<file path="src/rtl/dip_switch_debouncer_pkg.sv">
// Shared constants for the DIP/switch debouncer.
//   DIP_WIDTH    - width of the DIP word carried in each frame
//   SWITCH_WIDTH - number of push switches carried in each frame
//   FRAME_BITS   - total payload bits per deserialised frame
//   cnt_width()  - width of a match counter able to hold 0..n
package dip_switch_debouncer_pkg;

    localparam int unsigned DIP_WIDTH    = 16;
    localparam int unsigned SWITCH_WIDTH = 5;
    localparam int unsigned FRAME_BITS   = DIP_WIDTH + SWITCH_WIDTH;

    function automatic int unsigned cnt_width(input int unsigned n);
        return (n < 1) ? 1 : $clog2(n + 1);
    endfunction

endpackage

</file>
<file path="src/rtl/dip_debounce_cell.sv">
// One debounce cell: a value is committed to stable_o only after STABLE_FRAMES
// consecutive identical samples.
//   clk_i         - system clock
//   rst_i         - synchronous active-high reset
//   sample_en_i   - frame strobe; sample_i is only looked at in this cycle
//   clear_cnt_i   - discard the running match count (link timeout)
//   sample_i      - raw value from the current frame
//   stable_o      - registered debounced value
//   stable_next_o - value stable_o takes at the next edge
//   commit_o      - stable_o changes at the next edge
module dip_debounce_cell
    import dip_switch_debouncer_pkg::*;
#(
    parameter int unsigned WIDTH         = 1,
    parameter int unsigned STABLE_FRAMES = 4
) (
    input  logic             clk_i,
    input  logic             rst_i,
    input  logic             sample_en_i,
    input  logic             clear_cnt_i,
    input  logic [WIDTH-1:0] sample_i,
    output logic [WIDTH-1:0] stable_o,
    output logic [WIDTH-1:0] stable_next_o,
    output logic             commit_o
);

    localparam int unsigned     CntW   = cnt_width(STABLE_FRAMES);
    localparam logic [CntW-1:0] CntMax = CntW'(STABLE_FRAMES);

    logic [WIDTH-1:0] cand_q, cand_d;
    logic [CntW-1:0]  cnt_q, cnt_d;

    always_comb begin
        cand_d   = cand_q;
        cnt_d    = cnt_q;
        commit_o = 1'b0;
        if (sample_en_i) begin
            if (sample_i != cand_q) begin
                cand_d = sample_i;
                cnt_d  = CntW'(1);
            end else if (cnt_q < CntMax) begin
                cnt_d = cnt_q + 1'b1;
            end
            // Re-confirming the value already held is not a commit.
            commit_o = (cnt_d >= CntMax) && (sample_i != stable_o);
        end else if (clear_cnt_i) begin
            cnt_d = '0;
        end
        stable_next_o = commit_o ? sample_i : stable_o;
    end

    always_ff @(posedge clk_i) begin
        if (rst_i) begin
            cand_q   <= '0;
            cnt_q    <= '0;
            stable_o <= '0;
        end else begin
            cand_q   <= cand_d;
            cnt_q    <= cnt_d;
            stable_o <= stable_next_o;
        end
    end

endmodule

</file>
<file path="src/rtl/dip_switch_debouncer.sv">
// Debounces frames from the DIP/switch deserialiser.
//   i_CLK, i_RESET  - clock, synchronous active-high reset
//   i_DIP16         - raw DIP word
//   i_Switch5       - raw switch bits
//   i_DIPLatch      - frame latch; each rising edge marks one frame
//   o_DIP16         - debounced DIP word
//   o_Switch5       - debounced switch levels
//   o_SwitchRise5   - one-cycle press pulse per switch
//   o_SwitchFall5   - one-cycle release pulse per switch
//   o_DIPChanged    - one-cycle pulse when o_DIP16 changes
//   o_LinkLost      - no frame for TIMEOUT_CYCLES clocks
module dip_switch_debouncer
    import dip_switch_debouncer_pkg::*;
#(
    parameter int unsigned STABLE_FRAMES  = 4,
    parameter int unsigned TIMEOUT_CYCLES = 256
) (
    input  logic                    i_CLK,
    input  logic                    i_RESET,
    input  logic [DIP_WIDTH-1:0]    i_DIP16,
    input  logic [SWITCH_WIDTH-1:0] i_Switch5,
    input  logic                    i_DIPLatch,
    output logic [DIP_WIDTH-1:0]    o_DIP16,
    output logic [SWITCH_WIDTH-1:0] o_Switch5,
    output logic [SWITCH_WIDTH-1:0] o_SwitchRise5,
    output logic [SWITCH_WIDTH-1:0] o_SwitchFall5,
    output logic                    o_DIPChanged,
    output logic                    o_LinkLost
);

    localparam int unsigned      TCntW = cnt_width(TIMEOUT_CYCLES);
    localparam logic [TCntW-1:0] TMax  = TCntW'(TIMEOUT_CYCLES);

    logic                    latch_q;
    logic                    fs;
    logic                    expire;
    logic [TCntW-1:0]        tcnt_q, tcnt_d;
    logic                    link_lost_d;
    logic [FRAME_BITS-1:0]   frame;

    logic [DIP_WIDTH-1:0]    dip_stable_q, dip_stable_d;
    logic                    dip_commit;
    logic [SWITCH_WIDTH-1:0] sw_stable_q, sw_stable_d, sw_commit;

    logic [SWITCH_WIDTH-1:0] rise_d, fall_d;
    logic                    changed_d;

    assign frame = {i_Switch5, i_DIP16};

    // A latch held high is a single frame: only its rising edge counts.
    assign fs     = i_DIPLatch & ~latch_q;
    // Fires once, on the edge where the idle count reaches the limit; fs wins.
    assign expire = ~fs & (tcnt_q == TMax - 1'b1);

    dip_debounce_cell #(
        .WIDTH         (DIP_WIDTH),
        .STABLE_FRAMES (STABLE_FRAMES)
    ) u_dip_cell (
        .clk_i         (i_CLK),
        .rst_i         (i_RESET),
        .sample_en_i   (fs),
        .clear_cnt_i   (expire),
        .sample_i      (frame[DIP_WIDTH-1:0]),
        .stable_o      (dip_stable_q),
        .stable_next_o (dip_stable_d),
        .commit_o      (dip_commit)
    );

    for (genvar i = 0; i < SWITCH_WIDTH; i++) begin : g_sw_cell
        dip_debounce_cell #(
            .WIDTH         (1),
            .STABLE_FRAMES (STABLE_FRAMES)
        ) u_sw_cell (
            .clk_i         (i_CLK),
            .rst_i         (i_RESET),
            .sample_en_i   (fs),
            .clear_cnt_i   (expire),
            .sample_i      (frame[DIP_WIDTH+i]),
            .stable_o      (sw_stable_q[i]),
            .stable_next_o (sw_stable_d[i]),
            .commit_o      (sw_commit[i])
        );
    end

    always_comb begin
        tcnt_d = tcnt_q;
        if (fs) begin
            tcnt_d = '0;
        end else if (tcnt_q < TMax) begin
            tcnt_d = tcnt_q + 1'b1;
        end
        link_lost_d = o_LinkLost;
        if (fs) begin
            link_lost_d = 1'b0;
        end else if (expire) begin
            link_lost_d = 1'b1;
        end
        rise_d    = sw_commit & sw_stable_d & ~sw_stable_q;
        fall_d    = sw_commit & ~sw_stable_d & sw_stable_q;
        changed_d = dip_commit & (dip_stable_d != dip_stable_q);
    end

    always_ff @(posedge i_CLK) begin
        if (i_RESET) begin
            latch_q       <= 1'b0;
            tcnt_q        <= '0;
            o_LinkLost    <= 1'b0;
            o_SwitchRise5 <= '0;
            o_SwitchFall5 <= '0;
            o_DIPChanged  <= 1'b0;
        end else begin
            latch_q       <= i_DIPLatch;
            tcnt_q        <= tcnt_d;
            o_LinkLost    <= link_lost_d;
            o_SwitchRise5 <= rise_d;
            o_SwitchFall5 <= fall_d;
            o_DIPChanged  <= changed_d;
        end
    end

    assign o_DIP16   = dip_stable_q;
    assign o_Switch5 = sw_stable_q;

endmodule

</file>
<file path="config.mk">
export PLATFORM = sky130hd
export DESIGN_NAME = dip_switch_debouncer
export DESIGN_NICKNAME = d
export VERILOG_FILES = /design/src/rtl/dip_switch_debouncer_pkg.sv /design/src/rtl/dip_debounce_cell.sv /design/src/rtl/dip_switch_debouncer.sv
export SDC_FILE = /design/constraint.sdc
export NUM_CORES = 1
export LEC_CHECK = 0
export CORE_MARGIN = 1
export CORE_UTILIZATION = 50
export CTS_BUF_LIST = sky130_fd_sc_hd__clkbuf_8 sky130_fd_sc_hd__clkbuf_16
export CTS_CLUSTER_SIZE = 30
export DETAILED_ROUTE_END_ITERATION = 6
export MAX_ROUTING_LAYER = met4
export PLACE_DENSITY = 0.76
export SKIP_CTS_REPAIR_TIMING = 1
export SYNTH_ARGS = -nofsm -noshare
export SYNTH_HDL_FRONTEND = slang
export SYNTH_HIERARCHICAL = 1
export SYNTH_SLANG_ARGS = --single-unit
</file>
<file path="constraint.sdc">
create_clock -name i_CLK -period 3.2 [get_ports i_CLK]
set_clock_uncertainty 0.1 [all_clocks]
set_input_delay 0.64 -clock i_CLK [delete_from_list [all_inputs] [get_ports i_CLK]]
set_output_delay 0.64 -clock i_CLK [all_outputs]
set_load 0.02 [all_outputs]
</file>
Yosys cells after proc, flatten, opt, wreduce, memory -nomap -nowiden. Index checks and enable logic that the tools add are counted.

Bits in registers: 82. Bits in latches: 0. RAM bits: 0. Memory bits (read-only): 0. Bits of input ports: 24. Output and inout port bits: 33. Word-level logic and storage cells: 120. Memories: 0.

Add/subtract/negate cells: 7. $mul: 0. Div/mod/pow operators: 0. Order comparisons: 13. Equality and inequality tests: 14. Shift operators: 0. Mux-type cells: 37. Bitwise logic cells: 11. Reduce and logical (&&, ||, !) cells: 14.

Operator list (count): 3-bit two-way mux (25); 16-bit != test (3); 5-bit bitwise AND (4); 3-bit by 1-bit adder with 3-bit output, second input constant (6); 3-bit >= comparator, second input constant (6); 3-bit less-than comparator, second input constant (6); 16-bit two-way mux (1); 2-bit AND reduction (6); 1-bit two-way mux (11); 1-bit != test (10); 5-bit inverter (2); 9-bit by 1-bit adder with 9-bit output, second input constant (1); 9-bit by 8-bit equality test with 1-bit output, second input constant (1); 9-bit less-than comparator, second input constant (1); 1-bit logical AND (6); 1-bit bitwise AND (3); 1-bit inverter (2); 2-bit nonzero test (1); 2-bit OR reduction (1).

Depth between registers and ports, before layout.
Depth in word-level cells: 11. Mapped depth: 11.

Modules after synthesis. Netlist, hierarchy kept.

Modules (own cells, without submodules): dip_debounce_cell (u_dip_cell) (instances 1, cells an instance 200, area each 2074.5 um^2); dip_debounce_cell (g_sw_cell[0].u_sw_cell ...) (instances 5, cells an instance 33, area each 276.5 um^2); dip_switch_debouncer (instances 1, cells an instance 94, area each 957.2 um^2).

Least setup slack after synthesis. OpenSTA, ideal clock, no wires.

Path kind: input port to flip-flop. Start point: in i_DIPLatch. End point: reg o_DIPChanged. Arrival: 2870 ps. Path slack: 98 ps. Stages: 11. Buffers on the path: 3. Path through: nand2b_1 > inv_1 > clkbuf_1 > o2111a_1 > buf_6 > buf_12 > mux2_4 > xnor2_1 > nand4_1 > nor4_1 > nor3b_1.

Cells in the longest elaborated chain, start to end: 5.

Ends and longest elaborated chain: start, declared (line dip_switch_debouncer.sv:22) `input logic i_DIPLatch,`; 1-bit bitwise AND (line dip_switch_debouncer.sv:51) `assign fs = i_DIPLatch & ~latch_q;`; net fs (line dip_switch_debouncer.sv:35) `logic fs;`; 1-bit two-way mux (line dip_debounce_cell.sv:37) `if (sample_en_i) begin`; 16-bit two-way mux (line dip_debounce_cell.sv:49) `stable_next_o = commit_o ? sample_i : stable_o;`; net dip_stable_d[5] (line dip_switch_debouncer.sv:41) `logic [DIP_WIDTH-1:0] dip_stable_q, dip_stable_d;`; 16-bit != test (line dip_switch_debouncer.sv:100) `changed_d = dip_commit & (dip_stable_d != dip_stable_q);`; 1-bit bitwise AND (line dip_switch_debouncer.sv:100); end signal, assigned (line dip_switch_debouncer.sv:117) `o_DIPChanged <= changed_d;`; end, declared (line dip_switch_debouncer.sv:27) `output logic o_DIPChanged,`.

The timed path passes the listed nets, and every way through them passes these cells. A chain may end at the register's enable or synchronous reset.

Final worst setup path.
Start point: in i_DIP16[3]. End point: reg o_DIPChanged.

Cells in the longest elaborated chain, start to end: 9. Elaborated cells between the ends (all ways): 10. Those cells by class: 1 x order compare; 3 x eq/ne; 4 x mux; 1 x bitwise; 1 x reduce/logical.

Ends and longest elaborated chain: start, declared (line dip_switch_debouncer.sv:20) `input logic [DIP_WIDTH-1:0] i_DIP16,`; 16-bit != test (line dip_debounce_cell.sv:38) `if (sample_i != cand_q) begin`; 3-bit two-way mux (line dip_debounce_cell.sv:38); 3-bit two-way mux (line dip_debounce_cell.sv:37); 3-bit >= comparator (line dip_debounce_cell.sv:45) `commit_o = (cnt_d >= CntMax) && (sample_i != stable_o);`; 1-bit logical AND * (line dip_debounce_cell.sv:45); 1-bit two-way mux * (line dip_debounce_cell.sv:37); net dip_commit (line dip_switch_debouncer.sv:42) `logic dip_commit;`; 16-bit two-way mux * (line dip_debounce_cell.sv:49); net dip_stable_d[14] (line dip_switch_debouncer.sv:41); 16-bit != test * (line dip_switch_debouncer.sv:100); 1-bit bitwise AND * (line dip_switch_debouncer.sv:100).

Mark *: on every way through the listed nets, which the timed path passes. The rest lies on a longest branch. The select of a mux whose other input is x is not followed.

==> impl_metrics.py <==
metrics = {
    "hold_path": {
        "hold_depth": 2,
        "hold_class": "flop to flop",
    },
    "worst_setup_path": {
        "reg2reg_from": "u_dip_cell/stable_o[6]$_SDFF_PP0_",
        "cp_cell_sequence": "dlymetal6s2s_1 -> buf_4 -> xor2_1 -> nor4_1 -> nand4_1 -> o2111a_2 -> buf_12 -> buf_12 -> buf_4 -> mux2_4 -> xnor2_1 -> nand4_1 -> nor4_2 -> nor3b_1",
        "worstRegToRegCells": 12,
        "path_class": "input port to flop",
        "r2r_slack_ns": 0.23,
        "timing.rr.end": "o_DIPChanged$_SDFF_PP0_",
        "cp-endpoint": "o_DIPChanged$_SDFF_PP0_",
        "slowest_stage": "nor4_1",
        "cpPeakStageDelay_ns": 0.38,
        "crit_path_start": "i_DIP16[3]",
        "path_depth": 14,
        "worstPathMaxFanout": 8,
        "cp.arrival_ns": 3.26,
        "worstSetupEndpointType": "flop",
        "cp-start-kind": "input port",
        "timing.critical_path.buf_inv": 5,
        "crit_family": "simple AND/OR/NAND/NOR gates",
        "worstPathRequired_ns": 3.33,
    },
    "synthesis": {
        "synthMuxAreaShare_pct": 13.8,
        "syn_area_um2": 4410,
        "yosysSeqAreaShare_pct": 37.2,
        "synth_largest_area_cell": "dfxtp_1",
        "syn_inst": 459,
        "synth_cell_types": 44,
        "yosys.area_share.adder_pct": 2.27,
        "ys_warn_count": 6,
        "synth_area_leaders": "dfxtp_1, mux2i_1, xnor2_1",
        "synth_xor_area_share_pct": 12.4,
        "synth-compound-area-share_pct": 10.8,
        "synth_top_area_share_pct": 37.2,
        "synth_top_family_by_area": "simple AND/OR/NAND/NOR gates",
        "yosys.area_share.simple_pct": 20.1,
        "ys_ff_latch": 82,
        "syn_avg_cell_area_um2": 9.62,
        "synth_nets": 491,
    },
    "timing": {
        "worstMarginPinSlew_ns": 0.691,
        "fmaxAchievable_ghz": 0.320,
        "rsz0062_at_grt": "false",
        "hold_slack_ns": 0.364,
        "fin_crit_sh_pct": 97.6,
        "setup_ws_ns": 0.0754,
        "max_slew_margin_pct": 54.0,
        "report.final.slew_viol_count": 0,
        "period_minus_slack_ns": 3.12,
        "tns_ns": 0,
        "setup-violations-final": 0,
        "finalHoldViolCount": 0,
    },
    "clock_tree": {
        "cts_tree": "built",
        "root_buffer": "clkbuf_8",
        "clkTransAtPathRegs_ns": 0.09,
        "clk_latency_ns": 0.35,
        "numCtsBuffers": 9,
        "htreeDepth": 3,
        "clockBufferDepth": 2,
        "cts_sinks": 82,
    },
    "place": {
        "place.gp.congestion": 0.908,
        "port_buffers": 56,
        "dp.cells": 642,
        "pre_cts_slack_ns": -0.299,
        "hpwl_um": 6750,
    },
    "global_routing": {
        "antenna_found_initial": 0,
        "grt_pass1_wl_um": 15500,
        "grt_max_degree": 53,
        "overflow": 0,
        "grtUsageTotal_pct": 22.1,
        "grt_pass1_vias": 3486,
    },
    "final_layout": {
        "final_cell_mix": "dfxtp_1, buf_4, nor2_1, clkdlybuf4s50_1, mux2i_1",
        "area_growth_pct": 29.3,
        "fin_nets": 591,
        "postLayoutCoreUtil_pct": 68.1,
        "diodes": 0,
        "final_common_cell": "dfxtp_1",
        "drive_above_1_share_pct": 17.9,
        "fin_cells": 669,
    },
    "floorplanning": {
        "fp.dieH_um": 96.0,
        "placementRows": 33,
        "dieArea_um2": 9210,
        "dieWidth_um": 96.0,
        "core_area_um2": 8380,
        "initial_core_util_pct": 52.7,
        "num_io_pins": 57,
    },
    "flow_run": {
        "maxCapViolations": 0,
    },
    "power_and_ir_drop": {
        "p_seq_share_pct": 49.5,
        "p_per_area_nw_per_um2": 379,
        "clkPwrFrac_pct": 38.4,
        "ir_drop_mv": 0.306,
        "pwr-share-comb_pct": 12.1,
        "sw_frac_of_total_pct": 25.3,
        "p_sw_w": 0.000549,
        "p_int_w": 0.00162,
        "leakage_nw": 2.39,
    },
    "routing": {
        "vias_per_cell": 5.44,
        "num_vias": 3638,
        "routed_wl_um": 10300,
        "drt-initial-drc-count": 139,
        "antenna_left": 0,
        "drcViolationCount": 0,
        "drt_pass1_iterations": 4,
        "avgRoutedWirePerCell_um": 15.3,
    },
    "run_status": {
        "status": "finished clean",
    },
}
[through the flow]
stage / total power, W / cell area, µm²
2_1_floorplan: 0.00124 / 4410
3_3_place_gp: 0.00134 / 5290
3_5_place_dp: 0.00135 / 5290
4_1_cts: 0.00218 / 5510
5_1_grt: 0.00225 / 5710
6_report: 0.00217 / 5710
[cell usage after synthesis, drive strengths merged]
| cell type | count |
|---|---|
| clkbuf | 8 |
| and2 | 1 |
| nand2 | 19 |
| mux2 | 16 |
| nand4 | 11 |
| dfxtp | 82 |
| mux2i | 38 |
| o211a | 5 |
| and2b | 5 |
| ha | 8 |
| nor3 | 5 |
| o2111a | 1 |
| o21ai | 32 |
| a32o | 5 |
| nor4bb | 10 |
| or3 | 2 |
| nor2b | 2 |
| nor2 | 42 |
| a31oi | 11 |
| nand4b | 6 |
| o211ai | 1 |
| buf | 6 |
| inv | 12 |
| a21o | 1 |
| nand3b | 5 |
| nor4 | 6 |
| a22oi | 1 |
| a21oi | 20 |
| nand3 | 2 |
| nand2b | 33 |
| xnor2 | 39 |
| and3 | 2 |
| xor2 | 19 |
| o41ai | 1 |
| or2b | 1 |
| nor3b | 1 |
[worst min-delay path: cells and delay by family, from the launching register on]
kind	cells	cell delay, ns
buf+inv	1	0.05
flops	1	0.32
compound gates	1	0.05
[sequential cells by signal (all words and copies together), names as in the netlist]
signal / flops
g_sw_cell.u_sw_cell/cand_q: 5
g_sw_cell.u_sw_cell/cnt_q: 15
g_sw_cell.u_sw_cell/stable_o: 5
latch_q: 1
o_DIPChanged: 1
o_LinkLost: 1
o_SwitchFall5: 5
o_SwitchRise5: 5
tcnt_q: 9
u_dip_cell/cand_q: 16
u_dip_cell/cnt_q: 3
u_dip_cell/stable_o: 16
[metal layers]
layer | track usage (%) | vias to the layer above | share of wire, %
met5 | - | - | 0
met4 | 9.33 | 0 | 2.8
li1 | - | 1824 | -
met1 | 25.5 | 1707 | 44
met2 | 37.9 | 81 | 49
met3 | 3.87 | 26 | 3.4
[cells by family after synthesis]
group           Yosys count
compound gates           78
xor+xnor                 58
fa+ha+maj                 8
buf+inv                  26
flops                    82
mux                      54
simple gates            153
[power by group through the flow]
stage / logic (W) / clock network (W) / registers (W)
4_1_cts: 0.000257 / 0.000849 / 0.00107
5_1_grt: 0.000285 / 0.000888 / 0.00108
2_1_floorplan: 0.000148 / 0 / 0.00109
6_report: 0.000263 / 0.000831 / 0.00107
3_3_place_gp: 0.000247 / 0 / 0.00109
3_5_place_dp: 0.000255 / 0 / 0.00109
[how the worst min path moves through the flow]
stage / start / end
finish: g_sw_cell[2].u_sw_cell/cnt_q[1]$_SDFFE_PP0P_ / g_sw_cell[2].u_sw_cell/cnt_q[1]$_SDFFE_PP0P_
global route: g_sw_cell[2].u_sw_cell/cnt_q[1]$_SDFFE_PP0P_ / g_sw_cell[2].u_sw_cell/cnt_q[1]$_SDFFE_PP0P_
detailed placement: g_sw_cell[2].u_sw_cell/cnt_q[1]$_SDFFE_PP0P_ / g_sw_cell[2].u_sw_cell/cnt_q[1]$_SDFFE_PP0P_
CTS: g_sw_cell[2].u_sw_cell/cnt_q[1]$_SDFFE_PP0P_ / g_sw_cell[2].u_sw_cell/cnt_q[1]$_SDFFE_PP0P_
floorplan: g_sw_cell[0].u_sw_cell/cnt_q[1]$_SDFFE_PP0P_ / g_sw_cell[0].u_sw_cell/cnt_q[1]$_SDFFE_PP0P_
global placement: g_sw_cell[1].u_sw_cell/cnt_q[1]$_SDFFE_PP0P_ / g_sw_cell[1].u_sw_cell/cnt_q[1]$_SDFFE_PP0P_
[cell type report]
class                      instances  area [µm²]
sequential                        82        1640
multi-input combinational        351        2670
clock buffer                       9         124
tap                              105         131
inverter                          12        45.0
fill                             658        2680
clock inverter                     7        92.6
timing repair buffer             103         998
(Power assumes the default switching activity.)
